### src/rtl/comm_frame_assembler_if.sv
// Bundle of the receive, command, and response signals between the UART-facing
// frame assembler and its surroundings.
interface comm_frame_assembler_if;
  // Handshakes: the receiver holds rx_rdy/rx_data until it sees the clr_rx_rdy pulse.
  // cmd_rdy stays high until clr_cmd_rdy. send_resp, trmt, tx_done, frm_drop and resp_ovf
  // are each a 1-cycle strobe.
  logic        rx_rdy;
  logic [7:0]  rx_data;
  logic        clr_rx_rdy;
  logic [7:0]  cmd;
  logic [15:0] data;
  logic        cmd_rdy;
  logic        clr_cmd_rdy;
  logic        frm_drop;
  logic [7:0]  resp;
  logic        send_resp;
  logic [7:0]  tx_data;
  logic        trmt;
  logic        tx_done;
  logic        resp_ovf;
  // Debug view: rx_state_dbg 0=WAIT_CMD 1=WAIT_HI 2=WAIT_LO.
  logic [1:0]  rx_state_dbg;
  logic        tx_busy_dbg;
  logic        buf_full_dbg;

  modport slave (
    input  rx_rdy, rx_data, clr_cmd_rdy, resp, send_resp, tx_done,
    output clr_rx_rdy, cmd, data, cmd_rdy, frm_drop, tx_data, trmt, resp_ovf,
           rx_state_dbg, tx_busy_dbg, buf_full_dbg
  );

  modport master (
    output rx_rdy, rx_data, clr_cmd_rdy, resp, send_resp, tx_done,
    input  clr_rx_rdy, cmd, data, cmd_rdy, frm_drop, tx_data, trmt, resp_ovf,
           rx_state_dbg, tx_busy_dbg, buf_full_dbg
  );
endinterface

### src/rtl/comm_frame_assembler.sv
// Packs cmd/data_hi/data_lo UART bytes into an atomically published command frame and
// returns single-byte responses through the UART transmitter with a 1-deep buffer.
module comm_frame_assembler #(
  parameter int TIMEOUT_CYC = 1_000_000,
  parameter int TO_W        = 20
) (
  input logic                   clk,
  input logic                   rst,
  comm_frame_assembler_if.slave bus
);
  typedef enum logic [1:0] {WAIT_CMD = 2'd0, WAIT_HI = 2'd1, WAIT_LO = 2'd2} rx_state_e;
  typedef enum logic {TX_IDLE = 1'b0, TX_BUSY = 1'b1} tx_state_e;

  localparam logic [TO_W-1:0] TO_LAST = TO_W'(TIMEOUT_CYC - 1);
  localparam logic [TO_W-1:0] TO_MAX  = '1;

  rx_state_e   rx_state_q, rx_state_d;
  logic [7:0]  cmd_sh_q, cmd_sh_d;
  logic [7:0]  data_hi_sh_q, data_hi_sh_d;
  logic [7:0]  cmd_q, cmd_d;
  logic [15:0] data_q, data_d;
  logic        cmd_rdy_q, cmd_rdy_d;
  logic        clr_rx_rdy_q, clr_rx_rdy_d;
  logic        frm_drop_q, frm_drop_d;
  logic [TO_W-1:0] to_cnt_q, to_cnt_d;

  tx_state_e   tx_state_q, tx_state_d;
  logic [7:0]  tx_data_q, tx_data_d;
  logic        trmt_q, trmt_d;
  logic [7:0]  buf_q, buf_d;
  logic        buf_full_q, buf_full_d;
  logic        resp_ovf_q, resp_ovf_d;

  logic        accept;

  // The receiver still shows the old byte while clr_rx_rdy is high, so that cycle is blind.
  assign accept = bus.rx_rdy && !clr_rx_rdy_q;

  always_comb begin
    rx_state_d   = rx_state_q;
    cmd_sh_d     = cmd_sh_q;
    data_hi_sh_d = data_hi_sh_q;
    cmd_d        = cmd_q;
    data_d       = data_q;
    cmd_rdy_d    = cmd_rdy_q;
    to_cnt_d     = to_cnt_q;
    clr_rx_rdy_d = 1'b0;
    frm_drop_d   = 1'b0;
    if (bus.clr_cmd_rdy) cmd_rdy_d = 1'b0;
    if (accept) begin
      clr_rx_rdy_d = 1'b1;
      to_cnt_d     = '0;
      unique case (rx_state_q)
        WAIT_CMD: begin
          cmd_sh_d   = bus.rx_data;
          cmd_rdy_d  = 1'b0;
          rx_state_d = WAIT_HI;
        end
        WAIT_HI: begin
          data_hi_sh_d = bus.rx_data;
          rx_state_d   = WAIT_LO;
        end
        WAIT_LO: begin
          cmd_d      = cmd_sh_q;
          data_d     = {data_hi_sh_q, bus.rx_data};
          cmd_rdy_d  = 1'b1;
          rx_state_d = WAIT_CMD;
        end
        default: rx_state_d = WAIT_CMD;
      endcase
    end else if (rx_state_q != WAIT_CMD) begin
      if (to_cnt_q == TO_LAST) begin
        rx_state_d = WAIT_CMD;
        frm_drop_d = 1'b1;
        to_cnt_d   = '0;
      end else if (to_cnt_q != TO_MAX) begin
        to_cnt_d = to_cnt_q + 1'b1;
      end
    end
  end

  always_comb begin
    tx_state_d = tx_state_q;
    tx_data_d  = tx_data_q;
    buf_d      = buf_q;
    buf_full_d = buf_full_q;
    trmt_d     = 1'b0;
    resp_ovf_d = 1'b0;
    case (tx_state_q)
      TX_IDLE: begin
        if (bus.send_resp) begin
          tx_data_d  = bus.resp;
          trmt_d     = 1'b1;
          tx_state_d = TX_BUSY;
        end
      end
      TX_BUSY: begin
        if (bus.tx_done) begin
          // Completion frees the slot first, so a simultaneous request never overflows.
          if (buf_full_q) begin
            tx_data_d  = buf_q;
            trmt_d     = 1'b1;
            buf_full_d = bus.send_resp;
            if (bus.send_resp) buf_d = bus.resp;
          end else if (bus.send_resp) begin
            tx_data_d = bus.resp;
            trmt_d    = 1'b1;
          end else begin
            tx_state_d = TX_IDLE;
          end
        end else if (bus.send_resp) begin
          if (buf_full_q) begin
            resp_ovf_d = 1'b1;
          end else begin
            buf_d      = bus.resp;
            buf_full_d = 1'b1;
          end
        end
      end
    endcase
  end

  always_ff @(posedge clk) begin
    if (rst) begin
      rx_state_q   <= WAIT_CMD;
      cmd_sh_q     <= '0;
      data_hi_sh_q <= '0;
      cmd_q        <= '0;
      data_q       <= '0;
      cmd_rdy_q    <= 1'b0;
      clr_rx_rdy_q <= 1'b0;
      frm_drop_q   <= 1'b0;
      to_cnt_q     <= '0;
      tx_state_q   <= TX_IDLE;
      tx_data_q    <= '0;
      trmt_q       <= 1'b0;
      buf_q        <= '0;
      buf_full_q   <= 1'b0;
      resp_ovf_q   <= 1'b0;
    end else begin
      rx_state_q   <= rx_state_d;
      cmd_sh_q     <= cmd_sh_d;
      data_hi_sh_q <= data_hi_sh_d;
      cmd_q        <= cmd_d;
      data_q       <= data_d;
      cmd_rdy_q    <= cmd_rdy_d;
      clr_rx_rdy_q <= clr_rx_rdy_d;
      frm_drop_q   <= frm_drop_d;
      to_cnt_q     <= to_cnt_d;
      tx_state_q   <= tx_state_d;
      tx_data_q    <= tx_data_d;
      trmt_q       <= trmt_d;
      buf_q        <= buf_d;
      buf_full_q   <= buf_full_d;
      resp_ovf_q   <= resp_ovf_d;
    end
  end

  assign bus.clr_rx_rdy   = clr_rx_rdy_q;
  assign bus.cmd          = cmd_q;
  assign bus.data         = data_q;
  assign bus.cmd_rdy      = cmd_rdy_q;
  assign bus.frm_drop     = frm_drop_q;
  assign bus.tx_data      = tx_data_q;
  assign bus.trmt         = trmt_q;
  assign bus.resp_ovf     = resp_ovf_q;
  assign bus.rx_state_dbg = rx_state_q;
  assign bus.tx_busy_dbg  = (tx_state_q == TX_BUSY);
  assign bus.buf_full_dbg = buf_full_q;
endmodule

### src/flat_wrapper.sv
// flat-port wrapper written by rule: the top's interface ports become plain ports
module comm_frame_assembler_flat 
#(
  parameter int TIMEOUT_CYC = 1_000_000,
  parameter int TO_W        = 20
)
  (clk, rst, bus_rx_rdy, bus_rx_data, bus_clr_cmd_rdy, bus_resp, bus_send_resp, bus_tx_done, bus_clr_rx_rdy, bus_cmd, bus_data, bus_cmd_rdy, bus_frm_drop, bus_tx_data, bus_trmt, bus_resp_ovf, bus_rx_state_dbg, bus_tx_busy_dbg, bus_buf_full_dbg);
  comm_frame_assembler_if bus_i ();
  input logic clk;
  input logic rst;
  input wire logic [$bits(bus_i.rx_rdy)-1:0] bus_rx_rdy;
  input wire logic [$bits(bus_i.rx_data)-1:0] bus_rx_data;
  input wire logic [$bits(bus_i.clr_cmd_rdy)-1:0] bus_clr_cmd_rdy;
  input wire logic [$bits(bus_i.resp)-1:0] bus_resp;
  input wire logic [$bits(bus_i.send_resp)-1:0] bus_send_resp;
  input wire logic [$bits(bus_i.tx_done)-1:0] bus_tx_done;
  output wire logic [$bits(bus_i.clr_rx_rdy)-1:0] bus_clr_rx_rdy;
  output wire logic [$bits(bus_i.cmd)-1:0] bus_cmd;
  output wire logic [$bits(bus_i.data)-1:0] bus_data;
  output wire logic [$bits(bus_i.cmd_rdy)-1:0] bus_cmd_rdy;
  output wire logic [$bits(bus_i.frm_drop)-1:0] bus_frm_drop;
  output wire logic [$bits(bus_i.tx_data)-1:0] bus_tx_data;
  output wire logic [$bits(bus_i.trmt)-1:0] bus_trmt;
  output wire logic [$bits(bus_i.resp_ovf)-1:0] bus_resp_ovf;
  output wire logic [$bits(bus_i.rx_state_dbg)-1:0] bus_rx_state_dbg;
  output wire logic [$bits(bus_i.tx_busy_dbg)-1:0] bus_tx_busy_dbg;
  output wire logic [$bits(bus_i.buf_full_dbg)-1:0] bus_buf_full_dbg;
  assign bus_i.rx_rdy = bus_rx_rdy;
  assign bus_i.rx_data = bus_rx_data;
  assign bus_i.clr_cmd_rdy = bus_clr_cmd_rdy;
  assign bus_i.resp = bus_resp;
  assign bus_i.send_resp = bus_send_resp;
  assign bus_i.tx_done = bus_tx_done;
  assign bus_clr_rx_rdy = bus_i.clr_rx_rdy;
  assign bus_cmd = bus_i.cmd;
  assign bus_data = bus_i.data;
  assign bus_cmd_rdy = bus_i.cmd_rdy;
  assign bus_frm_drop = bus_i.frm_drop;
  assign bus_tx_data = bus_i.tx_data;
  assign bus_trmt = bus_i.trmt;
  assign bus_resp_ovf = bus_i.resp_ovf;
  assign bus_rx_state_dbg = bus_i.rx_state_dbg;
  assign bus_tx_busy_dbg = bus_i.tx_busy_dbg;
  assign bus_buf_full_dbg = bus_i.buf_full_dbg;
  comm_frame_assembler #(.TIMEOUT_CYC(TIMEOUT_CYC), .TO_W(TO_W)) u_core (.clk(clk), .rst(rst), .bus(bus_i));
endmodule
### config.mk
export PLATFORM = sky130hd
export DESIGN_NAME = comm_frame_assembler_flat
export DESIGN_NICKNAME = d
export VERILOG_FILES = /design/src/rtl/comm_frame_assembler_if.sv /design/src/rtl/comm_frame_assembler.sv /design/src/flat_wrapper.sv
export SDC_FILE = /design/constraint.sdc
export NUM_CORES = 1
export LEC_CHECK = 0
export ABC_AREA = 1
export CAP_MARGIN = 20
export CORE_MARGIN = 2
export CORE_UTILIZATION = 53
export DETAILED_ROUTE_END_ITERATION = 10
export PLACE_DENSITY = 0.89
export SKIP_CTS_REPAIR_TIMING = 1
export SYNTH_ARGS = -nofsm -noshare
export SYNTH_HDL_FRONTEND = slang
export SYNTH_SLANG_ARGS = --single-unit
### constraint.sdc
create_clock -name clk -period 2 [get_ports clk]
set_clock_uncertainty 0.15 [all_clocks]
set_input_delay 0.2 -clock clk [delete_from_list [all_inputs] [get_ports clk]]
set_output_delay 0.2 -clock clk [all_outputs]
set_load 0.005 [all_outputs]
# Word level (Yosys, flattened, before mapping)
# Index checks and enable logic that the tools add are counted.
[totals]
regBits = 85
out_inout_bits = 41
wordCells = 75
[classes]
addsub = 1
eq_ne = 8
muxes = 30
n_bitwise = 3
reduce_logical = 18
[op_table]
columns = ["op", "count"]
rows = [
  ["2-to-1 mux 8 bit", 8],
  ["2-to-1 mux 20 bit", 2],
  ["adder 20 x 1 -> 20 bit (second input constant)", 1],
  ["equality test 20 bit (second input constant)", 1],
  ["!= test 20 bit (second input constant)", 1],
  ["one-hot mux 8 bit (2 select lines)", 1],
  ["2-to-1 mux 1 bit", 12],
  ["AND reduction 2 bit", 6],
  ["nonzero test 2 bit", 5],
  ["2-to-1 mux 2 bit", 3],
  ["!= test 2 bit (second input constant)", 3],
  ["one-hot mux 1 bit (2 select lines)", 3],
  ["AND reduction 5 bit", 1],
  ["one-hot mux 2 bit (2 select lines)", 1],
  ["OR reduction 4 bit", 1],
  ["inverter 1 bit", 3],
  ["OR reduction 3 bit", 1],
  ["equality test 2 x 1 -> 1 bit (second input constant)", 1],
  ["equality test 2 bit (second input constant)", 1],
  ["zero test 2 bit", 1],
  ["!= test 2 x 1 -> 1 bit (second input constant)", 1],
  ["OR reduction 2 bit", 1],
  ["logical AND 1 bit", 1],
  ["zero test 1 bit", 1],
]

# Depth between registers and ports, before layout
# Gate-level depths: netlist of the first run.
[depth]
word_depth = 4
mapped_depth = 11
depth_no_buf = 11

# Least setup slack after synthesis of the first run
# No wires, ideal clock.
[synth_path]
path_type = "register to register"
start = "register u_core.to_cnt_q[1]"
end = "register u_core.to_cnt_q[12]"
arrival_time_ps = 1336
required_time_ps = 1740
slack_ps = 404
path_stages_with_launch = 11
n_path_buf = 0
synth_period_minus_slack_ps = 1596
path_cell_list = "dfxtp_1 ha_1 nand2_1 nor2_2 nand2_1 nor2_1 nand2_1 o21ai_0 nand2_1 nand2_1 nor2_2"
[synth_between]
elab_chain_len = 3
elab_cells_between_ends = 7
classes_between = "add/sub (1); eq/ne (2); mux (2); reduce/logical (2)"
[synth_rtl]
columns = ["item", "line", "text"]
rows = [
  ["start, declared", "comm_frame_assembler.sv:25", "logic [TO_W-1:0] to_cnt_q, to_cnt_d;"],
  ["start signal, assigned", "comm_frame_assembler.sv:149", "to_cnt_q <= to_cnt_d;"],
  ["adder 20 x 1 -> 20 bit (tied with other cells)", "comm_frame_assembler.sv:77", "to_cnt_d = to_cnt_q + 1'b1;"],
  ["2-to-1 mux 20 bit or nonzero test 2 bit (tied branches)", "--", ""],
  ["2-to-1 mux 20 bit or AND reduction 2 bit (tied branches)", "--", ""],
]
# Several ways; a longest one is shown, not always the timed one. The select of a mux whose other input is x is not followed.
# A chain may end at the register's enable or synchronous reset.

# Worst setup path in the final report of the first run
# Ends and elaborated chain as after synthesis.

==> results of run 1 <==
==> cell usage after synthesis <==
master and instances:
sky130_fd_sc_hd__o21bai_1 1, sky130_fd_sc_hd__inv_1 59, sky130_fd_sc_hd__a32o_1 8, sky130_fd_sc_hd__o21ai_1 1, sky130_fd_sc_hd__nor2_2 10, sky130_fd_sc_hd__nand3_2 1, sky130_fd_sc_hd__nand2_4 1, sky130_fd_sc_hd__nand3_4 1
sky130_fd_sc_hd__inv_2 6, sky130_fd_sc_hd__nor2_1 130, sky130_fd_sc_hd__clkinv_1 1, sky130_fd_sc_hd__dfxtp_1 85, sky130_fd_sc_hd__clkbuf_1 8, sky130_fd_sc_hd__a21oi_2 1, sky130_fd_sc_hd__buf_2 4, sky130_fd_sc_hd__buf_6 5
sky130_fd_sc_hd__nand4_1 6, sky130_fd_sc_hd__nand3_1 35, sky130_fd_sc_hd__nor3_1 4, sky130_fd_sc_hd__xor2_1 2, sky130_fd_sc_hd__nand2_1 118, sky130_fd_sc_hd__o21ai_0 53, sky130_fd_sc_hd__a21oi_1 23, sky130_fd_sc_hd__nor2_4 3
sky130_fd_sc_hd__ha_1 1, sky130_fd_sc_hd__nand3b_1 3, sky130_fd_sc_hd__or2_4 1, sky130_fd_sc_hd__a31oi_1 1, sky130_fd_sc_hd__nand2_2 2
==> routing by layer <==
| metal | up-vias | share of wire | routed length, µm |
|---|---|---|---|
| li1 | 1953 | - | - |
| met2 | 107 | 0.49 | 4630 |
| met5 | - | 0 | 0 |
| met3 | 13 | 0.050 | 477 |
| met4 | 0 | 0.013 | 122 |
| met1 | 1746 | 0.45 | 4260 |
==> worst register-to-register path, delay by kind of cell, from the launching register on <==
kind	cells	cell delay, ns
adder cells (fa/ha/maj)	1	0.24
flip-flops	1	0.38
AND/OR/NAND/NOR	8	0.87
AO/OA/AOI/OAI	1	0.14
==> registers in the layout, indices dropped and copies added (netlist names) <==
signal                   flops
u_core.to_cnt_q             20
u_core.bus.data             16
u_core.buf_q                 8
u_core.bus.cmd               8
u_core.bus.tx_data           8
u_core.cmd_sh_q              8
u_core.data_hi_sh_q          8
u_core.bus.rx_state_dbg      2
u_core.bus.buf_full_dbg      1
u_core.bus.clr_rx_rdy        1
u_core.bus.cmd_rdy           1
u_core.bus.frm_drop          1
u_core.bus.resp_ovf          1
u_core.bus.trmt              1
u_core.bus.tx_busy_dbg       1
==> worst max path at each step <==
stage | cells after the start | startpoint | slack, ns | endpoint
after CTS | 9 | u_core.to_cnt_q[0] | -0.03 | u_core.to_cnt_q[12]
after detailed placement | 9 | u_core.to_cnt_q[0] | 0.02 | u_core.to_cnt_q[13]
final | 10 | u_core.to_cnt_q[1] | 0.13 | u_core.to_cnt_q[12]
after global routing | 10 | u_core.to_cnt_q[1] | 0.001 | u_core.to_cnt_q[12]
after floorplan | 10 | u_core.to_cnt_q[1] | 0.40 | u_core.to_cnt_q[12]
after global placement | 9 | u_core.to_cnt_q[0] | 0.04 | u_core.to_cnt_q[12]
==> power groups by stage <==
stage	sequential (mW)	clock, mW	combinational, mW
after global placement	1.85	0	0.377
after detailed placement	1.85	0	0.388
after floorplan	1.85	0	0.216
final	1.81	1.34	0.396
after global routing	1.82	1.43	0.441
after CTS	1.81	1.36	0.393
==> kinds of logic after synthesis <==
| family | Yosys count | share of synthesized area |
|---|---|---|
| buffers and inverters | 83 | 0.0904 |
| AND/OR/NAND/NOR | 315 | 0.343 |
| AO/OA/AOI/OAI | 88 | 0.125 |
| flip-flops | 85 | 0.435 |
| XOR/XNOR | 2 | 0.00447 |
| adder cells (fa/ha/maj) | 1 | 0.00319 |
==> area by class of cell <==
cell class                      count  share of cell area
Clock buffer                        9              0.0254
Inverter                           66              0.0507
Timing Repair Buffer               72               0.148
Clock inverter                      6              0.0192
Sequential cell                    85               0.348
Tap cell                           99              0.0254
Multi-Input combinational cell    406               0.383
==> metrics by stage <==
step | instance area [µm²] | TNS (ns) | std cells | power, mW
final | 4880 | 0 | 743 | 3.55
after global routing | 4880 | 0 | 743 | 3.69
after CTS | 4870 | -0.0286 | 743 | 3.56
after detailed placement | 4650 | 0 | 728 | 2.24
after global placement | 4650 | 0 | 728 | 2.23
after floorplan | 3920 | 0 | 574 | 2.06
==> layout by cell type (no fill, tap or decap), types with 2 or more instances in the layout <==
cell type	count
sky130_fd_sc_hd__clkdlybuf4s50_1	62
sky130_fd_sc_hd__nand2_2	3
sky130_fd_sc_hd__buf_12	2
sky130_fd_sc_hd__xor2_1	2
sky130_fd_sc_hd__nor2_4	3
sky130_fd_sc_hd__nor2_1	130
sky130_fd_sc_hd__clkbuf_8	9
sky130_fd_sc_hd__nor2_2	10
sky130_fd_sc_hd__nor3_1	4
sky130_fd_sc_hd__nand3_1	35
sky130_fd_sc_hd__bufinv_16	2
sky130_fd_sc_hd__buf_4	8
sky130_fd_sc_hd__a32o_1	8
sky130_fd_sc_hd__nand2_1	117
sky130_fd_sc_hd__nand3b_1	3
sky130_fd_sc_hd__nand4_1	6
sky130_fd_sc_hd__dfxtp_1	85
sky130_fd_sc_hd__a21oi_1	23
sky130_fd_sc_hd__inv_2	6
sky130_fd_sc_hd__inv_6	2
sky130_fd_sc_hd__inv_1	59
sky130_fd_sc_hd__o21ai_0	53
==> metrics.sh, run 1 <==
STATUS='finished clean'
CELL_AREA_AFTER_TECHNOLOGY_MAPPING_UM2=3920
SEQ_AREA_UM2=1700
GRT-OVFL-TOTAL=0
YS_TOP_CELLS_BY_AREA='sky130_fd_sc_hd__dfxtp_1 (43%), sky130_fd_sc_hd__nor2_1 (12%), sky130_fd_sc_hd__nand2_1 (11%), sky130_fd_sc_hd__o21ai_0 (6.8%), sky130_fd_sc_hd__inv_1 (5.7%)'
BUFFER_PORTS.INSERTED=62
POST-SYNTH-TOP-AREA-CELL='sky130_fd_sc_hd__dfxtp_1'
CRITPATHCAPTURETYPE='flop'
CTSHTREEMAXLEVEL=3
NUM-FILL-CELLS=599
START_UTIL=0.543
FP.DIEAREA_UM2=8090
GRT_USAGE=0.241
NET_COUNT_OF_THE_MAPPED_NETLIST=597
FINAL_REPORT_HOLD_VIOLATION_COUNT=0
MIN-DELAY-START='bus_resp[4]'
FP-ROW-COUNT=31
ROUTE.DETAILED.DRC=0
FINAL_CRITICAL_PATH_SETUP_SLACK_NS=0.134
RR_STARTPOINT='u_core.to_cnt_q[1]'
CP_NUM_BUF_INV=0
NUMBER_OF_GLOBAL_ROUTE_VIAS_BEFORE_REPAIR=3657
YOSYSUNIQUECELLTYPES=29
CTS_TREE='yes'
GRTUSAGEMET3=0.0553
FINISH.UTILIZATION=0.677
ANTENNA-DIODE-COUNT=0
ROOT_BUFFER='sky130_fd_sc_hd__clkbuf_8'
CRITICAL_PATH.MAX_FANOUT=8
YOSYS_REGISTER_BITS=85
DR.FIRST_ITER.DRC_COUNT=248
CTS.CLK_SLEW.WORST_PATHS_NS=0.09
FMAXACHIEVABLE_MHz=536
NORMALIZED_MAX_SLEW_MARGIN=0.701
MAXIMUM_NUMBER_OF_PINS_ON_ONE_NET_BEFORE_GLOBAL_ROUTE_REPAIR=49
DP.FINAL_HPWL_UM=6650
TIMING.CRITICAL_PATH.CELLS='ha_2 -> nand2_1 -> nor2_2 -> nand2_1 -> nor2_1 -> nand2_2 -> o21ai_0 -> nand2_1 -> nand2_1 -> nor2_2'
ROUTED_WIRE_LENGTH_PER_INSTANCE_UM=12.8
DRTANTENNAVIOLNETS=0
FIN_CRIT_SH=0.933
ARRIVAL_NS=1.98
WORSTSKEWPAIRLATENCY_NS=0.36
INITIAL_ANTENNA_VIOLATION_COUNT=0
DETAIL_ROUTE.WIRELENGTH_UM=9480
GRTUSAGEMET1=0.293
FIRST_PASS_ITERS=6
POWER.SHARE.SWITCHING=0.252
NUMBER_OF_MAXIMUM_CAPACITANCE_VIOLATIONS=0
GRT_FIRST_PASS_WIRELENGTH_UM=16200
SYN_AVG_CELL_AREA_UM2=6.82
TOTAL_LEAKAGE_POWER_nW=2.05
HOLD_PATH_CLASS='in2reg'
TRANSITION_AT_THE_PIN_WITH_THE_SMALLEST_MAX_TRANSITION_SLACK_NS=0.447
MAX-VDD-IR-DROP_mV=0.346
YS_SEQ_AREA_FRAC=0.435
CRITICAL_PATH.MOST_COMMON_CELL='sky130_fd_sc_hd__nand2_1'
RSZ0062_AT_GRT='no'
LARGEST_STAGE_DELAY_ON_THE_CRITICAL_PATH_NS=0.38
IOS=63
MULTI_INPUT_COMB_AREA_UM2=1870
POWER.DENSITY_nW_PER_UM2=727
FF2FF_SETUP_SLACK_NS=0.13
WORST_EP_REQUIRED_TIME_NS=2.12
SETUP.WORST_PATH.START_CLASS='flop'
GLOBALPLACE.CONGESTION=0.944
ROUTED_VIA_DENSITY=5.14
NNETSFINAL=663
CTS.PATH.MAX_BUFFERS=2
NUMCTSBUFFERS=9
SYNTH_WARNINGS=0
REG2REG_DEPTH=10
SLEW_VIOL_FINAL=0
PWR-SHARE-COMB=0.112
DIE_WIDTH_UM=90.0
POST-SYNTH-TOP-AREA-FRACTION=0.435
INTERNAL-POWER_mW=2.66
SEQPWRFRAC=0.511
SETUP-VIOLATIONS-FINAL=0
DIE_HEIGHT_UM=90.0
NUMCLOCKSINKS=85
AREA_OVERHEAD_VS_SYNTH_PCT=24.7
CORE_REGION_AREA_UM2=7210
PERIOD_MINUS_SLACK_NS=1.87
DP_SLACK_NS=0.0230
VIAS=3819
CPLARGESTDELAYFAMILY='simple AND/OR/NAND/NOR gates'
GRT_UTIL_MET2=0.417
P_CLK_FRAC=0.378
GRT_BUSIEST_LAYER='met2'
CRIT_PATH_TOP_DELAY_CELL='sky130_fd_sc_hd__dfxtp_1'
CRITICALPATHCATEGORY='reg2reg'
POSTSYNTHCELLCOUNT=574
WORST_HOLD_PATH.ENDPOINT='u_core.buf_q[4]'
SHARE_OF_POST_ROUTE_CELLS_WITH_DRIVE_STRENGTH_ABOVE_1=0.0823
RR_ENDPOINT='u_core.to_cnt_q[12]'
HOLDPATHSTAGES=3
HOLDWS_NS=0.308
SW_PWR_mW=0.896
(Power assumes the default switching activity.)
==> run 2, diff against run 1 <==
--- a/config.mk
+++ b/config.mk
@@ -8,9 +8,9 @@
 export ABC_AREA = 1
 export CAP_MARGIN = 20
 export CORE_MARGIN = 2
-export CORE_UTILIZATION = 53
+export CORE_UTILIZATION = 48
 export DETAILED_ROUTE_END_ITERATION = 10
-export PLACE_DENSITY = 0.89
+export PLACE_DENSITY = 0.86
 export SKIP_CTS_REPAIR_TIMING = 1
 export SYNTH_ARGS = -nofsm -noshare
 export SYNTH_HDL_FRONTEND = slang
==> constraint.sdc (replaced) <==
create_clock -name clk -period 1.7 [get_ports clk]
set_clock_uncertainty 0.15 [all_clocks]
set_input_delay 0.17 -clock clk [delete_from_list [all_inputs] [get_ports clk]]
set_output_delay 0.17 -clock clk [all_outputs]
set_load 0.005 [all_outputs]
==> run 2 against run 1 <==
Net effect:
- first-iteration DRC count rose by 27%
- critical path depth rose by 1
- sequential power up 18%
- sequential share of layout area down 2.5 points
- wire length up 11%
- flip-flop and latch count unchanged
- critical path type unchanged
- critical endpoint is now u_core.to_cnt_q[16]
- largest power group unchanged
==> metrics.sh, run 2 (synthesis gave the netlist of run 1 again) <==
LARGEST-REGISTER='u_core.to_cnt_q'
CTS_TREE='yes'
NNETSFINAL=705
DR.FIRST_ITER.DRC_COUNT=315
NUMCTSBUFFERS=9
SHARE_OF_POST_ROUTE_CELLS_WITH_DRIVE_STRENGTH_ABOVE_1=0.163
LAYOUT_COMMONEST_CELL='sky130_fd_sc_hd__nor2_1'
FP-ROW-COUNT=32
WORST_EP_REQUIRED_TIME_NS=1.83
DESIGN_POWER_TOTAL_mW=4.08
CRITICALPATHCATEGORY='reg2reg'
DIE_HEIGHT_UM=94.3
MAX-VDD-IR-DROP_mV=0.406
TIMING.CRITICAL_PATH.CELLS='ha_4 -> nand2_1 -> nor2_2 -> nand2_1 -> buf_4 -> nor2_4 -> nand3_1 -> nand2_1 -> nand2_1 -> nand2_1 -> nor2_1'
TRANSITION_AT_THE_PIN_WITH_THE_SMALLEST_MAX_TRANSITION_SLACK_NS=0.376
DETAIL_ROUTE.WIRELENGTH_UM=10500
IOS=63
ANTENNA-DIODE-COUNT=0
STDCELL_COUNT=789
NORMALIZED_MAX_SLEW_MARGIN=0.749
VIAS=4131
MOST-COMMON-LAYOUT-CELLS='sky130_fd_sc_hd__nor2_1 (124), sky130_fd_sc_hd__nand2_1 (117), sky130_fd_sc_hd__dfxtp_1 (80)'
WORSTSKEWPAIRLATENCY_NS=0.37
DIE_WIDTH_UM=94.3
START_UTIL=0.502
CRITICAL_PATH.MOST_COMMON_CELL='sky130_fd_sc_hd__nand2_1'
FMAXACHIEVABLE_MHz=602
INITIAL_ANTENNA_VIOLATION_COUNT=0
AREA_OVERHEAD_VS_SYNTH_PCT=34.7
GLOBALPLACE.CONGESTION=0.880
CTS.PATH.MAX_BUFFERS=2
PERIOD_MINUS_SLACK_NS=1.66
MULTI_INPUT_COMB_AREA_UM2=1940
GRT_USAGE=0.236
RSZ0062_AT_GRT='yes'
NUMBER_OF_MAXIMUM_CAPACITANCE_VIOLATIONS=0
SETUP.WORST_PATH.START_CLASS='flop'
CTS.CLK_SLEW.WORST_PATHS_NS=0.10
ROUTE.DETAILED.DRC=0
LARGEST_STAGE_DELAY_ON_THE_CRITICAL_PATH_NS=0.37
FIRST_PASS_ITERS=5
FINAL_REPORT_HOLD_VIOLATION_COUNT=0
MAXIMUM_NUMBER_OF_PINS_ON_ONE_NET_BEFORE_GLOBAL_ROUTE_REPAIR=41
CRITICAL_PATH.MAX_FANOUT=4
NUM-FILL-CELLS=614
GRT-OVFL-TOTAL=0
LARGEST_REGISTER_FF_COUNT=20
BUFFER_PORTS.INSERTED=62
DP.FINAL_HPWL_UM=7560
CRIT_PATH_TOP_DELAY_CELL='sky130_fd_sc_hd__dfxtp_2'
SLEW_VIOL_FINAL=0
PLACEDCELLCOUNT=771
DRTANTENNAVIOLNETS=0
CTSHTREEMAXLEVEL=3
ROUTED_WIRE_LENGTH_PER_INSTANCE_UM=13.4
FIN_CRIT_SH=0.977
FP.DIEAREA_UM2=8900
TOTAL_LEAKAGE_POWER_nW=2.26
POWER.DENSITY_nW_PER_UM2=774
ROOT_BUFFER='sky130_fd_sc_hd__clkbuf_8'
NUMCLOCKSINKS=85
NUMBER_OF_GLOBAL_ROUTE_VIAS_BEFORE_REPAIR=3845
CORE_REGION_AREA_UM2=7810
FINAL.SETUP.TNS_NS=0
ROUTED_VIA_DENSITY=5.24
HOLD_PATH_CLASS='in2reg'
CRITPATHCAPTURETYPE='flop'
STATUS='finished clean'
GRT_FIRST_PASS_WIRELENGTH_UM=16800
SEQ_AREA_UM2=1710
ARRIVAL_NS=1.79
SETUP-VIOLATIONS-FINAL=0
==> run 2: path summary, 6_finish.rpt <==
kind,to,cells after the start,start,slack [ns]
worst max-delay path,u_core.to_cnt_q[16],11,u_core.to_cnt_q[0],0.04
worst min-delay path,u_core.buf_q[7],3,bus_resp[7],0.26
worst max register to register,u_core.to_cnt_q[16],11,u_core.to_cnt_q[0],0.04
worst min register to register,u_core.buf_q[3],2,u_core.buf_q[3],0.33
==> run 2: metrics by stage <==
stage	instance area (µm²)	setup slack, ns	utilization	hold slack [ns]
after global placement	4950	-0.188	0.633	0.301
after detailed placement	4950	-0.263	0.633	0.308
after CTS	5140	-0.280	0.659	0.254
after floorplan	3920	0.104	-	0.155
after global routing	5270	-0.0448	0.675	0.286
final	5270	0.0391	0.675	0.260
==> run 2: report_power, final <==
part           total, mW  internal [mW]  leakage, nW  switching [mW]
logic              0.525          0.252         1.46           0.273
registers           2.13           2.08        0.694          0.0545
clock network       1.42          0.578       0.0981           0.845
total               4.08           2.91         2.26            1.17
==> run 2: critical path: cells and delay by family, from the launching register on <==
kind,cells,cell delay [ns]
AND/OR/NAND/NOR,9,0.74
flip-flops,1,0.37
buffers and inverters,1,0.16
adder cells (fa/ha/maj),1,0.15
==> run 2: area by class of cell <==
type                       count  area share
multi-input combinational    406       0.369
sequential                    85       0.324
clock inverter                 7      0.0142
clock buffer                   9      0.0235
timing repair buffer         114       0.199
tap                          102      0.0242
inverter                      66      0.0470
==> run 2: layer usage <==
layer / up-vias / global-route usage / share of wire
met5: - / 0 / 0
met4: 0 / 0.0809 / 0.018
met3: 25 / 0.0449 / 0.069
met2: 177 / 0.420 / 0.50
met1: 1890 / 0.285 / 0.41
li1: 2039 / - / -
==> run 3, diff against run 2 <==
--- a/config.mk
+++ b/config.mk
@@ -10,6 +10,7 @@
 export CORE_MARGIN = 2
 export CORE_UTILIZATION = 48
 export DETAILED_ROUTE_END_ITERATION = 10
+export GPL_TIMING_DRIVEN = 0
 export PLACE_DENSITY = 0.86
 export SKIP_CTS_REPAIR_TIMING = 1
 export SYNTH_ARGS = -nofsm -noshare
==> run 3 against run 2 <==
Net effect:
- core utilization down 1.1 points
- setup slack about the same
- first-iteration DRC count down 25%
- design area down 1.6%
- combinational power up 2%
- die area unchanged
- highest routed layer unchanged
==> metrics.sh, run 3 (synthesis gave the netlist of run 1 again) <==
MAXIMUM_NUMBER_OF_PINS_ON_ONE_NET_BEFORE_GLOBAL_ROUTE_REPAIR=19
NORMALIZED_MAX_SLEW_MARGIN=0.705
SETUP-VIOLATIONS-FINAL=0
RR_ENDPOINT='u_core.to_cnt_q[2]'
MAX-VDD-IR-DROP_mV=0.433
SEQ_AREA_UM2=1740
ARRIVAL_NS=1.75
MIN-DELAY-START='rst'
SLEW_VIOL_FINAL=0
CORE_REGION_AREA_UM2=7810
CRITPATHCAPTURETYPE='flop'
ANTENNA-DIODE-COUNT=0
LARGEST-REGISTER='u_core.to_cnt_q'
DR.FIRST_ITER.DRC_COUNT=236
CTS_TREE='yes'
FMAXACHIEVABLE_MHz=602
STDCELL_COUNT=768
SEQPWRFRAC=0.521
SW_PWR_mW=1.19
BUFFER_PORTS.INSERTED=61
LARGEST_STAGE_DELAY_ON_THE_CRITICAL_PATH_NS=0.47
CPLARGESTDELAYFAMILY='buffers and inverters'
FINAL_CRITICAL_PATH_SETUP_SLACK_NS=0.0395
SHARE_OF_POST_ROUTE_CELLS_WITH_DRIVE_STRENGTH_ABOVE_1=0.165
CP_NUM_BUF_INV=5
HOLD_PATH_CLASS='in2reg'
FF2FF_SETUP_SLACK_NS=0.04
DP.FINAL_HPWL_UM=7100
DETAIL_ROUTE.WIRELENGTH_UM=10400
MOST-COMMON-LAYOUT-CELLS='sky130_fd_sc_hd__nor2_1 (117), sky130_fd_sc_hd__nand2_1 (112), sky130_fd_sc_hd__dfxtp_1 (69)'
CRITICALPATHCATEGORY='in2reg'
CTSHTREEMAXLEVEL=3
START_UTIL=0.502
ROUTED_WIRE_LENGTH_PER_INSTANCE_UM=13.5
MET3ROUTEDLENGTH_UM=619
HOLDPATHSTAGES=2
STDCELL_AREA_UM2=5190
NUMBER_OF_GLOBAL_ROUTE_VIAS_BEFORE_REPAIR=3572
ROUTE.DETAILED.DRC=0
STATUS='finished clean'
NUMBER_OF_MAXIMUM_CAPACITANCE_VIOLATIONS=0
TRANSITION_AT_THE_PIN_WITH_THE_SMALLEST_MAX_TRANSITION_SLACK_NS=0.443
PLACEDINSTANCEAREA_UM2=4650
DP_SLACK_NS=-0.330
AREA_OVERHEAD_VS_SYNTH_PCT=32.5
INTERNAL-POWER_mW=2.91
REG2REG_DEPTH=9
MET2ROUTEDLENGTH_UM=5180
RR_STARTPOINT='u_core.to_cnt_q[1]'
GLOBALPLACE.CONGESTION=0.902
FINISH.UTILIZATION=0.665
LARGEST_REGISTER_FF_COUNT=20
NUMCLOCKSINKS=85
CRIT_PATH_TOP_DELAY_CELL='sky130_fd_sc_hd__clkdlybuf4s50_1'
SETUP.WORST_PATH.START_CLASS='primary input'
ROOT_BUFFER='sky130_fd_sc_hd__clkbuf_8'
DESIGN_POWER_TOTAL_mW=4.10
FP-ROW-COUNT=32
WORST_HOLD_PATH.ENDPOINT='u_core.buf_q[7]'
CRITICAL_PATH.MAX_FANOUT=10
CTS.PATH.MAX_BUFFERS=2
NUM-FILL-CELLS=623
PERIOD_MINUS_SLACK_NS=1.66
GRT_USAGE=0.225
MULTI_INPUT_COMB_AREA_UM2=2020
ROUTED.TOP_LAYER='met4'
POWER.DENSITY_nW_PER_UM2=790
NNETSFINAL=684
TOTAL_LEAKAGE_POWER_nW=2.18
GRT_FIRST_PASS_WIRELENGTH_UM=16200
DRTANTENNAVIOLNETS=0
IOS=63
FIN_CRIT_SH=0.977
TIMING.CRITICAL_PATH.CELLS='clkdlybuf4s50_1 -> inv_2 -> nor2_4 -> inv_4 -> or2_4 -> nor2_4 -> inv_4 -> buf_12 -> nor2_1 -> nor2_1'
VIAS=4015
CTS.CLK_SLEW.WORST_PATHS_NS=0.10
DRT-MET1-WL_UM=4440
RSZ0062_AT_GRT='yes'
ROUTED_VIA_DENSITY=5.23
WORST_EP_REQUIRED_TIME_NS=1.79
DIE_WIDTH_UM=94.3
FIRST_PASS_ITERS=5
WORSTSKEWPAIRLATENCY_NS=0.36
NUMCTSBUFFERS=9
FP.DIEAREA_UM2=8900
PLACEDCELLCOUNT=737
FINAL_REPORT_HOLD_VIOLATION_COUNT=0
POWER.SHARE.SWITCHING=0.290
LAYOUT_COMMONEST_CELL='sky130_fd_sc_hd__nor2_1'
P_CLK_FRAC=0.349
DIE_HEIGHT_UM=94.3
INITIAL_ANTENNA_VIOLATION_COUNT=0
PWR-SHARE-COMB=0.130
GRT-OVFL-TOTAL=0
==> run 3: final cells by class <==
class                           count  area share
Buffer                             17      0.0253
Timing Repair Buffer               76       0.140
Tap cell                          102      0.0246
Clock inverter                      7      0.0142
Sequential cell                    85       0.335
Inverter                           66      0.0487
Clock buffer                        9      0.0239
Multi-Input combinational cell    406       0.388
==> run 3: power by group through the flow <==
| stage | clock (mW) | combinational [mW] | sequential, mW |
|---|---|---|---|
| 2_1_floorplan | 0 | 0.254 | 2.17 |
| 3_3_place_gp | 0 | 0.450 | 2.18 |
| 3_5_place_dp | 0 | 0.462 | 2.18 |
| 4_1_cts | 1.44 | 0.466 | 2.13 |
| 5_1_grt | 1.53 | 0.589 | 2.15 |
| 6_report | 1.43 | 0.533 | 2.13 |
==> run 3: how the worst max path moves through the flow <==
| stage | start | end | slack, ns | depth (start not counted) |
|---|---|---|---|---|
| floorplan | u_core.to_cnt_q[1] | u_core.to_cnt_q[12] | 0.10 | 10 |
| global placement | bus_rx_rdy | u_core.bus.data[3] | -0.32 | 10 |
| detailed placement | bus_rx_rdy | u_core.bus.data[3] | -0.33 | 10 |
| CTS | u_core.to_cnt_q[1] | u_core.to_cnt_q[12] | -0.20 | 10 |
| global route | u_core.bus.clr_rx_rdy | u_core.bus.data[9] | -0.04 | 8 |
| finish | bus_rx_rdy | u_core.bus.data[9] | 0.04 | 10 |
==> run 3: per-layer routing <==
metal  vias to the layer above  GRT usage
met5                         -          0
met4                         0     0.0725
met3                        20     0.0361
met2                       139      0.387
met1                      1860      0.287
li1                       1996          -
==> run 3: metrics by stage <==
step                hold WS, ns  TNS [ns]
global route             0.0978    -0.352
finish                   0.0480         0
CTS                      0.0418     -2.32
global placement          0.301     -9.44
floorplan                 0.155         0
detailed placement        0.303    -11.34
